**config.mk**
```make
export PLATFORM = sky130hd
export DESIGN_NAME = regfile
export DESIGN_NICKNAME = d
export VERILOG_FILES = /design/src/rtl/regfile.sv
export SDC_FILE = /design/constraint.sdc
export NUM_CORES = 2
export LEC_CHECK = 0
export ABC_AREA = 1
export BUFFER_PORTS_ARGS = -buffer_cell sky130_fd_sc_hd__buf_2
export CAP_MARGIN = 5
export CORE_MARGIN = 2
export CORE_UTILIZATION = 50
export CTS_BUF_LIST = sky130_fd_sc_hd__clkbuf_4 sky130_fd_sc_hd__clkbuf_8 sky130_fd_sc_hd__clkbuf_16
export DETAILED_ROUTE_END_ITERATION = 6
export PLACE_DENSITY = 0.64
export SETUP_SLACK_MARGIN = 0.5
export SLEW_MARGIN = 20
export SYNTH_ARGS = -nofsm -noshare
export SYNTH_HDL_FRONTEND = slang
export SYNTH_SLANG_ARGS = --single-unit
```
**constraint.sdc**
```tcl
create_clock -name clk -period 7.08 [get_ports clk]
set_input_delay 1.416 -clock clk [delete_from_list [all_inputs] [get_ports clk]]
set_output_delay 1.416 -clock clk [all_outputs]
set_load 0.1 [all_outputs]
```
**src/rtl/regfile.sv**
```systemverilog
// 32 x DATA_W register file: two combinational read ports, one write port, committed-write counter.
// Optional same-cycle write-to-read forwarding is enabled by defining RF_BYPASS_EN.
module regfile #(
  parameter int DATA_W = 32,
  parameter int CNT_W  = 16
) (
  input  logic              clk,
  input  logic              rst_n,
  input  logic              op_write,
  input  logic [31:0]       write_addr,
  input  logic [DATA_W-1:0] write_data,
  input  logic [4:0]        rs1_addr,
  input  logic [4:0]        rs2_addr,
  output logic [DATA_W-1:0] rs1_data,
  output logic [DATA_W-1:0] rs2_data,
  output logic [CNT_W-1:0]  wr_cnt,
  output logic              wr_ovf
);

  logic [4:0]        waddr;
  logic              wr_commit;
  logic [DATA_W-1:0] regs_q [1:31];
  logic [DATA_W-1:0] regs_d [1:31];
  logic [CNT_W-1:0]  wr_cnt_q;
  logic [CNT_W-1:0]  wr_cnt_d;
  logic              wr_ovf_q;
  logic              wr_ovf_d;
  logic [DATA_W-1:0] rd1;
  logic [DATA_W-1:0] rd2;
  logic              unused_addr_bits;

  // Only the low five index bits select a register; the rest never reach any logic.
  assign waddr            = write_addr[4:0];
  assign unused_addr_bits = ^write_addr[31:5];
  assign wr_commit        = op_write && (waddr != 5'd0);

  always_comb begin
    regs_d   = regs_q;
    wr_cnt_d = wr_cnt_q;
    wr_ovf_d = wr_ovf_q;
    if (wr_commit) begin
      for (int i = 1; i < 32; i++) begin
        if (waddr == 5'(i)) regs_d[i] = write_data;
      end
      wr_cnt_d = wr_cnt_q + CNT_W'(1);
      if (wr_cnt_q == {CNT_W{1'b1}}) wr_ovf_d = 1'b1;
    end
  end

  always_ff @(posedge clk or negedge rst_n) begin
    if (!rst_n) begin
      for (int i = 1; i < 32; i++) regs_q[i] <= '0;
      wr_cnt_q <= '0;
      wr_ovf_q <= 1'b0;
    end else begin
      regs_q   <= regs_d;
      wr_cnt_q <= wr_cnt_d;
      wr_ovf_q <= wr_ovf_d;
    end
  end

  always_comb begin
    rd1 = '0;
    rd2 = '0;
    for (int i = 1; i < 32; i++) begin
      if (rs1_addr == 5'(i)) rd1 = regs_q[i];
      if (rs2_addr == 5'(i)) rd2 = regs_q[i];
    end
`ifdef RF_BYPASS_EN
    // wr_commit already excludes x0, so forwarding can never make x0 non-zero.
    if (wr_commit && (waddr == rs1_addr)) rd1 = write_data;
    if (wr_commit && (waddr == rs2_addr)) rd2 = write_data;
`endif
  end

  // Reads are forced to zero while reset is held so forwarded data cannot leak out.
  assign rs1_data = rst_n ? rd1 : '0;
  assign rs2_data = rst_n ? rd2 : '0;
  assign wr_cnt   = wr_cnt_q;
  assign wr_ovf   = wr_ovf_q;

endmodule

```
==> results.yml <==
status:
  outcome: "finished, final reports clean"
synthesis:
  synth_seq_cells: 1009
  yosys.area_share.adder: 0.000240
  synth_edf_count: 0
  synth-compound-area-share: 0.119
  synth_nets: 7396
  ys_seq_area_frac: 0.484
  synth_top_area_share: 0.484
  synth_area_leaders: "dfrtp_1 (48%), nand2_1 (19%), o21ai_0 (11%), nand4_1 (5.6%), nor2_1 (4.9%)"
  synth_cells: 7318
  synthFlopType: "dfrtp_1"
  synthSimpleGateAreaFrac: 0.315
  synth_top_family_by_area: "simple AND/OR/NAND/NOR gates"
  synthArstFlopShare: 1.00
  ys_types: 31
  synth_xor_area_frac: 0.00235
  yosys_warnings: 0
  synth_top_area_cell: "dfrtp_1"
  synth_area_mm2: 0.0521
  synthMuxAreaShare: 0
  avgSynthCellArea_um2: 7.12
sta:
  fin_tns_setup_ps: 0
  maxSlewViolCount: 0
  report.final.hold_viol_count: 0
  skew_ps: 5.62
  post-route-period-util: 0.918
  setup_ws_ps: 580
  whs_ps: 479
  fin_crit_ps: 6500
  max_slew_margin: 0.234
  grt_setup_unrepaired: "true"
  worstMarginPinSlew_ps: 1140
  max_freq_mhz: 154
  setup_violations: 0
floorplanning:
  die-area_mm2: 0.107
  start_util: 0.504
  core_mm2: 0.103
  die_w_um: 327
  pin_count: 158
  die_h_um: 327
  rows: 118
cells_and_area:
  area.growth.synth_to_final_pct: 14.2
  fin_nets: 7367
  multi_input_area_mm2: 0.0232
  regArea_mm2: 0.0252
  fillers: 9748
  layout_commonest_cell: "nand2_1"
  drive_gt1_frac: 0.0979
  layout_common_cells: "nand2_1 (2625), o21ai_0 (1105), dfrtp_1 (1009), nor2_1 (618), inv_1 (568)"
route:
  ant_nets: 0
  wirelength_um: 188000
  wl_per_cell_um: 21.4
  vias: 50500
  drt_pass1_iterations: 6
  initialDrtViolationCount: 7152
  drc: 0
  viasPerCell: 5.76
setup_path:
  cp.arrival_ps: 5080
  crit_path_frequent_cell: "nand4_1"
  critPathKind: "in2out"
  startpoint_type: "primary input"
  cp_data_required_time_ps: 5660
  cp-end-kind: "output pin"
  critical_path.max_fanout: 13
  worstPathCellList: "buf_2, nor2_4, nand2_1, nor2_2, buf_4, nand2_1, nand2_1, nor2_1, nand4_1, nand2_1, nand4_1, nor2_2, nand4_1, nor2_1, nand4_1, nor2_1, nand4_1, nor2_2, nand4_1, nor2_4, nand4_1, nand2_2, inv_1, buf_12"
  slowest_stage: "nor2_4"
  crit_path_max_incr_delay_ps: 290
global_routing:
  grt_max_degree: 153
  globalRouteTotalUtil: 0.349
  antenna_found_initial: 9
  grt.overflow.total: 0
  grt_pass1_vias: 46600
  grt_pass1_wl_um: 287000
clocking:
  cts_tree: "built"
  cts_sinks: 1009
  cts_htree_levels: 3
  clockBufferDepth: 3
  path_clk_slew_ps: 70
  cts_made_buffers: 114
  ctsHoldBuffers: 0
  clk-insertion-delay-late_ps: 710
  ctsRootBufferMaster: "clkbuf_16"
hold_path:
  min_path_type: "reg2reg"
placed_design:
  post-place-ws_ps: 57.9
  place_congestion: 0.914
  port-buffer-count: 130
  dpl.hpwl_um: 124000
power:
  irDropWorstVdd_mv: 0.249
  p_per_area_mw_per_mm2: 281
  p_leak_nw: 27.6
run:
  max_cap_violations: 0
[layer usage]
metal,GRT usage,share of wire,vias up
li1,-,-,23400
met1,0.501,0.42,24200
met2,0.522,0.44,2508
met3,0.0797,0.11,395
met4,0.118,0.035,2
met5,0,0.000059,-
[layout make-up]
type                       count  area share
antenna                        6    0.000252
clock buffer                 171      0.0590
clock inverter                42     0.00768
inverter                     585      0.0373
multi-input combinational   5226       0.390
sequential                  1009       0.424
tap                         1380      0.0290
timing repair buffer         353      0.0522
[cell usage after synthesis, types with 3 or more instances]
library cell	instances
clkinv_1	4
o21ai_0	1105
buf_2	22
o21bai_1	3
o21a_1	29
inv_2	5
a21oi_1	87
xor2_1	11
nand3_1	116
nand4_1	469
nor2_1	685
buf_1	14
inv_1	576
or2_2	20
clkbuf_1	461
nor3_1	12
nor3b_1	3
xnor2_1	3
nand2_1	2663
or2_0	4
dfrtp_1	1009
nor2_2	5
[cell families (layout without fill, tap and decap cells)]
logic type | count (synthesis) | after routing
DFF | 1009 | 1009
adders and majority gates | 1 | 1
buffers and inverters | 1083 | 1151
AOI/OAI and AO/OA | 1226 | 1226
and+or+nand+nor | 3985 | 3985
other | 0 | 6
xor gates and xnor gates | 14 | 14
[final timing paths]
check	from	end	slack [ps]	cells after the start
max	rs2_addr[2]	rs2_data[21]	580	24
min	wr_ovf	wr_ovf	480	1
max reg2reg	wr_cnt[0]	wr_cnt[14]	5060	8
min reg2reg	wr_ovf	wr_ovf	480	1
max in group asynchronous	rst_n	regs_q[575]	3830	4
min in group asynchronous	rst_n	regs_q[394]	700	1
[sequential cells by signal, indices dropped and copies added (netlist names)]
name    count
wr_cnt     16
regs_q    992
wr_ovf      1
[power breakdown]
part	internal (mW)	switching, mW	leakage, nW	total (mW)
Combinational	0.852	1.95	12.6	2.80
Clock	3.74	2.50	2.01	6.24
Sequential	6.86	0.800	13.0	7.66
Total	11.4	5.25	27.6	16.7
[per-stage QoR]
stage                     cell area [um2]  instances  utilization  power, mW
final                               59500       8772        0.575       16.7
after global routing                59500       8767        0.575       17.5
after CTS                           59100       8759        0.571       16.7
after detailed placement            55100       8540        0.532       10.5
after global placement              55100       8540        0.532       10.4
after floorplan                     52100       7318            -       9.40
[worst max-delay path: cells and delay by family]
family / cells / cell delay (ps)
simple gates: 20 / 2960
buf+inv: 4 / 680
[what timing repair did]
action / in CTS / in global routing
endpoints found under the setup margin: 43 / 43
gates cloned: 0 / 1
resized for setup: 14 / 76
setup buffers: 6 / 6
pin swaps: 5 / 22
Note: power is estimated with default switching activity, not from simulation.
